File: config.mk
export PLATFORM = sky130hd
export DESIGN_NAME = button_conditioner
export DESIGN_NICKNAME = d
export VERILOG_FILES = /design/src/rtl/button_conditioner.sv
export SDC_FILE = /design/constraint.sdc
export NUM_CORES = 1
export LEC_CHECK = 0
export ABC_AREA = 1
export CORE_MARGIN = 5
export CORE_UTILIZATION = 40
export CTS_BUF_LIST = sky130_fd_sc_hd__clkbuf_16
export DETAILED_ROUTE_END_ITERATION = 10
export SYNTH_ARGS = -nofsm -noshare
export SYNTH_HDL_FRONTEND = slang
export SYNTH_SLANG_ARGS = --single-unit
File: constraint.sdc
create_clock -name clk -period 3 [get_ports clk]
set_input_delay 0.6 -clock clk [delete_from_list [all_inputs] [get_ports clk]]
set_output_delay 0.6 -clock clk [all_outputs]
set_load 0.005 [all_outputs]
File: src/rtl/button_conditioner.sv
// Multi-channel push-button conditioner: per channel a 2-flop synchroniser, debounce
// counter, registered press/release pulses, optional auto-repeat and optional toggle latch.
module button_conditioner #(
    parameter int              N_CH            = 3,
    parameter int              DEBOUNCE_CYCLES = 500000,
    parameter int              REPEAT_DELAY    = 25000000,
    parameter int              REPEAT_PERIOD   = 10000000,
    parameter logic [N_CH-1:0] TOGGLE_MASK     = 3'b100,
    parameter logic [N_CH-1:0] REPEAT_MASK     = 3'b001
) (
    input  logic            clk,
    input  logic            rst,
    input  logic [N_CH-1:0] btn_raw_i,
    output logic [N_CH-1:0] level_o,
    output logic [N_CH-1:0] press_o,
    output logic [N_CH-1:0] release_o,
    output logic [N_CH-1:0] toggle_o
);

    localparam int DB_W    = $clog2(DEBOUNCE_CYCLES + 1);
    localparam int RPT_MAX = (REPEAT_DELAY > REPEAT_PERIOD) ? REPEAT_DELAY : REPEAT_PERIOD;
    localparam int RPT_W   = $clog2(RPT_MAX + 1);

    localparam logic [DB_W-1:0]  DB_LAST  = DB_W'(DEBOUNCE_CYCLES - 1);
    localparam logic [RPT_W-1:0] RD_LAST  = RPT_W'(REPEAT_DELAY - 1);
    localparam logic [RPT_W-1:0] RP_LAST  = RPT_W'(REPEAT_PERIOD - 1);
    localparam logic [RPT_W-1:0] RPT_SAT  = '1;

    genvar gi;
    generate
        for (gi = 0; gi < N_CH; gi++) begin : g_ch
            localparam bit RPT_EN = REPEAT_MASK[gi];
            localparam bit TOG_EN = TOGGLE_MASK[gi];

            logic [1:0]       sync_q;
            logic             level_q, level_d;
            logic [DB_W-1:0]  db_cnt_q, db_cnt_d;
            logic             press_q, press_d;
            logic             rel_q, rel_d;
            logic             tog_q, tog_d;
            logic [RPT_W-1:0] rpt_cnt_q, rpt_cnt_d;
            logic             rpt_phase_q, rpt_phase_d;
            logic             accept, rise, fall, rpt_hit;

            always_comb begin
                db_cnt_d    = '0;
                level_d     = level_q;
                accept      = 1'b0;
                rpt_cnt_d   = rpt_cnt_q;
                rpt_phase_d = rpt_phase_q;
                rpt_hit     = 1'b0;

                if (sync_q[1] != level_q) begin
                    if (db_cnt_q == DB_LAST) begin
                        accept  = 1'b1;
                        level_d = sync_q[1];
                    end else begin
                        db_cnt_d = db_cnt_q + DB_W'(1);
                    end
                end

                rise = accept & sync_q[1];
                fall = accept & ~sync_q[1];

                // Phase 0 waits for the initial delay, phase 1 for each repeat period.
                // A falling edge in the same cycle suppresses any due repeat.
                if (rise) begin
                    rpt_cnt_d   = '0;
                    rpt_phase_d = 1'b0;
                end else if (level_q && !fall) begin
                    if ((!rpt_phase_q && rpt_cnt_q == RD_LAST) ||
                        ( rpt_phase_q && rpt_cnt_q == RP_LAST)) begin
                        rpt_hit     = RPT_EN;
                        rpt_cnt_d   = '0;
                        rpt_phase_d = 1'b1;
                    end else if (rpt_cnt_q != RPT_SAT) begin
                        rpt_cnt_d = rpt_cnt_q + RPT_W'(1);
                    end
                end

                press_d = rise | rpt_hit;
                rel_d   = fall;
                tog_d   = TOG_EN ? (tog_q ^ rise) : 1'b0;
            end

            always_ff @(posedge clk or posedge rst) begin
                if (rst) begin
                    sync_q      <= '0;
                    level_q     <= 1'b0;
                    db_cnt_q    <= '0;
                    press_q     <= 1'b0;
                    rel_q       <= 1'b0;
                    tog_q       <= 1'b0;
                    rpt_cnt_q   <= '0;
                    rpt_phase_q <= 1'b0;
                end else begin
                    sync_q      <= {sync_q[0], btn_raw_i[gi]};
                    level_q     <= level_d;
                    db_cnt_q    <= db_cnt_d;
                    press_q     <= press_d;
                    rel_q       <= rel_d;
                    tog_q       <= tog_d;
                    rpt_cnt_q   <= rpt_cnt_d;
                    rpt_phase_q <= rpt_phase_d;
                end
            end

            assign level_o[gi]   = level_q;
            assign press_o[gi]   = press_q;
            assign release_o[gi] = rel_q;
            assign toggle_o[gi]  = tog_q;
        end
    endgenerate

endmodule

# Word level (Yosys, flattened, before mapping)
# Cells that the tools add are included.
# W data, S select, Z words.
dict set report totals {
  in_bits 5
  out_inout_bits 12
  register_bits 99
  word_cells 78
}
dict set report classes {
  eq_ne 9
  n_addsub 4
  n_reduce_logical 14
  mux 22
  bitwise 11
}
# operator count
set op_table {}
lappend op_table {{$mux W19} 6}
lappend op_table {{$mux W25} 4}
lappend op_table {{$add A19 B1 Y19 const B} 3}
lappend op_table {{$eq A19 B19 Y1 const B} 3}
lappend op_table {{$add A25 B1 Y25 const B} 1}
lappend op_table {{$eq A25 B24 Y1 const B} 1}
lappend op_table {{$eq A25 B25 Y1 const B} 1}
lappend op_table {{$ne A25 B25 Y1 const B} 1}
lappend op_table {{$mux W1} 12}
lappend op_table {{$reduce_and A2 Y1} 5}
lappend op_table {{$and A1 B1 Y1} 6}
lappend op_table {{$reduce_bool A2 Y1} 2}
lappend op_table {{$logic_and A1 B1 Y1} 3}
lappend op_table {{$ne A1 B1 Y1} 3}
lappend op_table {{$not A1 Y1} 3}
lappend op_table {{$reduce_bool A3 Y1} 1}
lappend op_table {{$logic_not A1 Y1} 2}
lappend op_table {{$logic_or A1 B1 Y1} 1}
lappend op_table {{$or A1 B1 Y1} 1}
lappend op_table {{$xor A1 B1 Y1} 1}

# Logic depth before layout (Yosys ltp)
# Gate-level depths: netlist of the first run.
dict set report logic_depth {
  ltp_word 9
  mapped_depth 13
  ltp_nobuf 12
}

# Worst setup path before layout of the first run
# OpenSTA, ideal clock, no wires.
dict set report synth_timing {
  path_type {register to register}
  startpoint {register g_ch[0].rpt_cnt_q[0]}
  endpoint {register g_ch[0].rpt_cnt_q[0]}
  n_path_buf 1
  slack_ns 1.260
  t_arrival_ns 1.623
  stages_incl_launch_ff 14
  t_required_ns 2.883
  synth_period_minus_slack_ns 1.740
  setup_time_ns 0.117
  path_cell_list {dfrtp_1 > ha_1 > nand2_2 > nor2_8 > nand2_4 > nor2_4 > nand2_2 > nor2_4 > inv_2 > nand2_4 > nand2_2 > buf_6 > nand2_1 > nand2_1}
}
dict set report synth_via {
  elab_chain_len 6
  elab_cells_between_ends 13
  cone_classes {add/sub: 1; eq/ne: 3; mux: 4; reduce/logical: 5}
}
# item line
set synth_lines {}
lappend synth_lines {{from (decl)} 41} ;# logic [RPT_W-1:0] rpt_cnt_q, rpt_cnt_d;
lappend synth_lines {{from (signal assigned)} 103} ;# rpt_cnt_q <= rpt_cnt_d;
lappend synth_lines {{branches (longest 6 deep; another with $add A25 B1 Y25)} -}
# Parallel ways; which one is timed is not known. The select of a mux whose other input is x is not followed.
# A chain may end at the register's enable or synchronous reset.

# Worst setup path after layout of the first run
dict set report layout_timing {
  startpoint {register g_ch[0].rpt_cnt_q[0]}
  endpoint {register g_ch[0].rpt_cnt_q[20]}
}
# The elaborated chain is that of the path after synthesis.

==> impl_results.md, run 1 <==
* Wire per inst at 13.13 um
* Pleak at 0.002948 uW
* Hold WS at 350.6 ps
* Avg Cell Area, Syn at 7.101 um^2
* #FFs+latches synth at 99
* Avg Vias per Cell at 4.989
* Outcome: finished, final reports clean
* Core box area at 14590 um^2
* Number of iterations in the first detailed-routing pass at 5
* Synthesized cell area at 5972 um^2
* Clock skew at 6.792 ps
* # nets final at 858
* Worst R2R Path Depth at 11
* Gpl congestion at 0.9056
* Prevailing post-synth register cell: dfrtp_1
* Post-CTS Resized at 0
* Setup crit end kind: flip-flop
* Total track usage at 16.11%
* Initial Utilization at 40.93%
* Tot Pwr at 2680 uW
* Post-detail-place hpwl at 9776 um
* Starting DRT DRC Count at 448
* Antenna Cells at 0
* CP Max Fanout at 28
* Largest net degree at the start of global routing at 87
* Max Fclk at 448.9 MHz
* Post-route minimum period at 2228 ps
* Actual slew at the worst max-slew pin at 547.0 ps
* Setup Fix Bufs, Post-CTS at 0
* Routed wire length at 13610 um
* GR Overflow Total at 0
* Setup-failing EPs final at 0
* Latest clock arrival within the worst-skew pair at 350 ps
* CP Class: flip-flop to flip-flop
* Setup TNS at 0 ps
* Max_slew headroom at 63.41%
* CP required at 3290 ps
* CTS tree: yes
* Number of antenna violations at the first check in global routing at 0
* Worst Path Arrival at 2520 ps
* RSZ-0062 raised after global routing: no
* Period utilization at 74.25%
* # hold bufs at CTS at 0
* Post-synth ARST share at 100.0%
* Final Hold Fails at 0
* Antenna viol nets, final at 0
* Synth warn at 0
* CTS Buf Count at 9
* Power Density at 409.1 nW/um^2
* Vias in the first global route at 4873
* Die area at 17470 um^2
* Synthesis-to-finish area growth at 9.721%
* Clock transition at path regs at 70 ps
* Share of layout cells above drive strength 1 at 4.807%
* First-pass GRT wire length at 23460 um
* Seq/Total Area, Yosys at 41.48%
* Fin. max-slew vios at 0
* Startpoint types: flip-flop
* Max clock buf depth at 2
* Num rows at 44
* Clk root buf: clkbuf_16
* Num Clock Sinks at 99
* Number of distinct library cells after synthesis at 34
* Post-synthesis cell count at 841
* Peak VDD IR at 0.3205 mV
* Utilization after layout at 44.91%
* I/O pin total at 17
* Hold Crit Depth at 0
* Die X at 132.2 um
* H-Tree Depth at 3
* Maxcap violations at 0
* Number of synthesized flops with an enable pin at 0
* Place WS at 793.5 ps
* Die H at 132.2 um
* HP Class: flip-flop to flip-flop
* Port bufs at 14
* Final worst slack at 772.4 ps
* Via count at 5174
* DRC violations left at 0
==> per-stage QoR <==
stage,area (um^2),instances
final,6553,1037
after global routing,6553,1037
after CTS,6553,1037
after detailed placement,6238,1022
after global placement,6238,1022
after floorplan,5979,842
==> power by group <==
group	leakage (uW)	switching (uW)	internal, uW	total, uW
Clock	0.000148	514	727	1240
Sequential	0.00136	10.9	1350	1360
Combinational	0.00144	56.6	23.2	79.8
==> registers in the layout, indices dropped and copies added, names as in the netlist <==
signal / count
g_ch.rpt_cnt_q: 25
g_ch.db_cnt_q: 57
g_ch.press_q: 3
g_ch.rel_q: 3
g_ch.rpt_phase_q: 1
g_ch.tog_q: 1
g_ch.level_q: 3
g_ch.sync_q: 6
==> area by class of cell <==
class                      instances  area (um^2)
tap                              184        230.2
multi-input combinational        608         2913
fill                            1453         8036
clock buffer                       9        225.2
sequential                        99         2477
inverter                         111        420.4
clock inverter                     6        88.84
timing repair buffer              20        197.7
==> worst max-delay path, stage by stage (launching register included) <==
cell,delay (ps)
dfrtp_1,420
ha_1,220
nand2_2,110
nor2_8,180
nand3_2,100
nor2_1,110
nand2_1,80
nand3_1,90
nand2_2,330
nand2_2,340
nand2_1,100
nand2_1,70
==> per-layer routing <==
metal	routed length [um]	part of all wire (%)	GRT usage [%]	vias to the layer above
li1	-	-	-	2658
met1	6569	48	22.14	2377
met2	6189	45	25.21	119
met3	611	4.5	3.550	20
met4	242	1.8	5.543	0
met5	0	0	0	-
==> final timing paths <==
check	from	end	slack [ps]
setup / recovery	g_ch[0].rpt_cnt_q[0]	g_ch[0].rpt_cnt_q[20]	770
setup reg to reg	g_ch[0].rpt_cnt_q[0]	g_ch[0].rpt_cnt_q[20]	770
min in group asynchronous	rst	g_ch[2].db_cnt_q[12]	560
max in group asynchronous	rst	g_ch[0].rpt_cnt_q[2]	1720
hold / removal	g_ch[1].sync_q[0]	g_ch[1].sync_q[1]	350
hold reg to reg	g_ch[1].sync_q[0]	g_ch[1].sync_q[1]	350
==> Yosys cell counts, types with 2 or more instances <==
| library cell | n | area (um^2) |
|---|---|---|
| a211oi_1 | 2 | 15.01 |
| a21oi_1 | 13 | 65.06 |
| a31oi_1 | 2 | 12.51 |
| buf_2 | 6 | 30.03 |
| buf_4 | 13 | 97.59 |
| buf_6 | 3 | 33.78 |
| clkbuf_1 | 2 | 7.510 |
| dfrtp_1 | 99 | 2477 |
| ha_1 | 4 | 50.05 |
| inv_1 | 109 | 409.1 |
| nand2_1 | 195 | 732.0 |
| nand2_2 | 5 | 31.28 |
| nand2_4 | 2 | 22.52 |
| nand3_1 | 78 | 390.4 |
| nand3_2 | 3 | 30.03 |
| nand3b_1 | 6 | 45.04 |
| nand4_1 | 31 | 193.9 |
| nor2_1 | 167 | 626.9 |
| nor2_2 | 2 | 12.51 |
| nor2_4 | 3 | 33.78 |
| nor3_1 | 28 | 140.1 |
| nor3b_1 | 6 | 45.04 |
| nor4_1 | 6 | 37.54 |
| o21ai_0 | 13 | 65.06 |
| xnor2_1 | 4 | 35.03 |
| xor2_1 | 31 | 271.5 |
==> kinds of logic after synthesis <==
logic type               Yosys count  synth area share, %
AO/OA/AOI/OAI                     33                3.038
XOR/XNOR                          35                5.133
adder cells (fa/ha/maj)            4               0.8381
other                              1              0.06279
buffers and inverters            135                9.805
flip-flops                        99                41.48
AND/OR/NAND/NOR                  534                39.64
==> cells in the final DEF, fill, tap and decap left out, types with 2 or more instances in the layout <==
cell,instances
nand3b_1,6
nor3_1,28
nand2_2,5
nand2_4,2
a21oi_1,13
buf_4,5
ha_1,4
xnor2_1,4
nand4_1,31
bufinv_16,2
nand3_2,3
dfrtp_1,99
a211oi_1,2
a31oi_1,2
nor2_4,3
inv_1,108
clkdlybuf4s50_1,14
xor2_1,31
o21ai_0,13
nand3_1,78
conb_1,2
nor2_1,167
nor4_1,6
nand2_1,195
nor2_2,2
nor3b_1,6
clkbuf_16,9
clkinvlp_4,3
Power figures use the tool's default switching activity.
==> inputs of run 2 (changes only) <==
clock period = 2.2 ns   (was 3 ns; I/O delays follow)
==> run 2 against run 1 <==
Register-to-register slack got worse by 610 ps. Critical endpoint is now g_ch[0].rpt_cnt_q[16]. Maximum frequency rose by 9.6%. Total power rose by 34%. Setup slack got worse by 610 ps. Sequential share of layout area fell by 0.96 points. Hold slack improved by 1.4 ps. Routed wire length rose by 2.0%. First-iteration DRC count fell by 6.0%. Via count rose by 2.3%. Largest cell class unchanged. Flip-flop and latch count did not move. Die area did not move.
==> impl_results.md, run 2 (synthesis gave the netlist of run 1 again) <==
* Pleak at 0.003054 uW (+3.6%)
* Clock transition at path regs at 70 ps (about the same)
* Synthesis-to-finish area growth at 12.59%
* Vias in the first global route at 4933 (+1.2%)
* Clock share of power at 45.0% (-1.3 points)
* CP required at 2440 ps (-850 ps)
* Startpoint types: flip-flop
* # nets final at 881 (+2.7%)
* Fill cell count at 1456 (+0.21%)
* Clock skew at 9.387 ps (+2.595 ps)
* Gate power share at 3.3% (+0.3 points)
* Largest net degree at the start of global routing at 62 (-29%)
* Antenna viol nets, final at 0 (unchanged)
* Switch share at 23.09% (+1.4 points)
* Num rows at 44 (unchanged)
* Commonest non-fill, non-tap cells in the layout: nand2_1 (195), nor2_1 (166), inv_1 (108)
* Peak VDD IR at 0.4061 mV (+27%)
* Pint at 2754 uW (+31%)
* CTS Buf Count at 9 (unchanged)
* Share of layout cells above drive strength 1 at 7.420% (+2.6 points)
* Actual slew at the worst max-slew pin at 604.4 ps (+57.42 ps)
* Fin. max-slew vios at 0 (unchanged)
* Starting DRT DRC Count at 421 (-6.0%)
* Worst Path Arrival at 2280 ps (-240 ps)
* Reg with most FFs: g_ch.db_cnt_q
* Post-route minimum period at 2033 ps (-194.8 ps)
* DRC violations left at 0 (unchanged)
* Number of iterations in the first detailed-routing pass at 5 (unchanged)
* Maxcap violations at 0 (unchanged)
* Placement Cell Area at 6424 um^2 (+3.0%)
* Final Hold Fails at 0 (unchanged)
* I/O pin total at 17 (unchanged)
* Number of antenna violations at the first check in global routing at 0 (unchanged)
* Total track usage at 16.29% (+0.17 points)
* CP Max Fanout at 13 (-54%)
* Via count at 5293 (+2.3%)
* Sequential group share of total power at 51.7% (+1.0 points)
* Die area at 17470 um^2 (unchanged)
* Setup crit end kind: flip-flop
* Most common cell after layout, fill and taps aside: nand2_1
* Clk root buf: clkbuf_16
* Final worst slack at 167.2 ps (-605.2 ps)
* Utilization after layout at 46.09% (+1.2 points)
* Design area at 6724 um^2 (+2.6%)
* # hold bufs at CTS at 0 (unchanged)
* CTS tree: yes
* Multi-input gate area at 2923 um^2 (+0.34%)
* Max Fclk at 491.9 MHz (+9.6%)
* Tot Pwr at 3582 uW (+34%)
* Largest registers: g_ch.db_cnt_q (57), g_ch.rpt_cnt_q (25), g_ch.sync_q (6)
* GR Overflow Total at 0 (unchanged)
* Num Clock Sinks at 99 (unchanged)
* Setup Fix Bufs, Post-CTS at 0 (unchanged)
* Power Density at 532.7 nW/um^2 (+30%)
* Place WS at 59.88 ps (-733.7 ps)
* Die X at 132.2 um (unchanged)
* Antenna Cells at 0 (unchanged)
* Outcome: finished, final reports clean
* H-Tree Depth at 3 (unchanged)
* Max reg flops at 57 (unchanged)
* Max_slew headroom at 59.67% (-3.7 points)
* Initial Utilization at 40.93% (unchanged)
* CP Class: flip-flop to flip-flop
* FF+latch area at 2477 um^2 (unchanged)
* First-pass GRT wire length at 23830 um (+1.6%)
* Wire per inst at 13.09 um (-0.26%)
* Setup-failing EPs final at 0 (unchanged)
* Period utilization at 92.40% (+18 points)
* Latest clock arrival within the worst-skew pair at 360 ps (about the same)
* Port bufs at 14 (unchanged)
* HP Class: flip-flop to flip-flop
* Die H at 132.2 um (unchanged)
* Post-detail-place hpwl at 10180 um (+4.1%)
* Max clock buf depth at 2 (unchanged)
* Core box area at 14590 um^2 (unchanged)
* Gpl congestion at 0.9054 (about the same)
* Avg Vias per Cell at 4.993 (about the same)
* Switching Power at 827.2 uW (+42%)
* Routed wire length at 13880 um (+2.0%)
[run 2: per-stage QoR]
stage / TNS [ps] / hold slack, ps / cells
after CTS: 0 / 353.0 / 1060
after global routing: -7.008 / 364.0 / 1060
after detailed placement: 0 / 337.1 / 1045
after floorplan: 0 / 331.2 / 842
final: 0 / 352.0 / 1060
after global placement: 0 / 332.4 / 1045
[run 2: area by class of cell]
class	count	area share, %
clock buffers	9	3.349
clock inverters	6	0.9676
inverters	111	6.252
multi-input cells	608	43.47
flip-flops and latches	99	36.84
well taps	184	3.424
repair buffers	43	5.694
[run 2: critical path, cell delays in order, from the launching register on]
cell	delay, ps
dfrtp_1	390
ha_2	210
nand2_2	100
nor2_8	120
buf_4	170
nand3_2	90
nor2_1	130
nand2_1	110
nand3_1	100
nand2_2	130
buf_4	220
nand3_1	80
nand2_1	60
[run 2: layer usage]
layer	track usage (%)	wire length (um)	vias to the layer above
met5	0	0	-
met2	25.52	6432	91
met1	22.56	6749	2466
met3	3.588	512	14
li1	-	-	2722
met4	5.090	184	0
[run 2: power groups by stage]
| stage | combinational (uW) | clock, uW | sequential, uW |
|---|---|---|---|
| after floorplan | 73.9 | 0 | 1880 |
| after global placement | 121 | 0 | 1890 |
| after detailed placement | 121 | 0 | 1890 |
| after CTS | 122 | 1660 | 1850 |
| after global routing | 137 | 1730 | 1850 |
| final | 118 | 1610 | 1850 |
[run 2: path summary, 6_finish.rpt]
path,startpoint,end,slack (ps),depth (start not counted)
worst max-delay path,g_ch[0].rpt_cnt_q[1],g_ch[0].rpt_cnt_q[16],170,12
worst min-delay path,g_ch[2].sync_q[0],g_ch[2].sync_q[1],350,0
worst max register to register,g_ch[0].rpt_cnt_q[1],g_ch[0].rpt_cnt_q[16],170,12
worst min register to register,g_ch[2].sync_q[0],g_ch[2].sync_q[1],350,0
max in group asynchronous,rst,g_ch[0].db_cnt_q[5],1210,3
min in group asynchronous,rst,g_ch[2].db_cnt_q[13],390,2
[run 2: what timing repair did]
item / 4_1_cts / 5_1_grt
endpoints found under the setup margin: 0 / 15
endpoints found under the hold margin: 0 / 0
resized for setup: 0 / 3
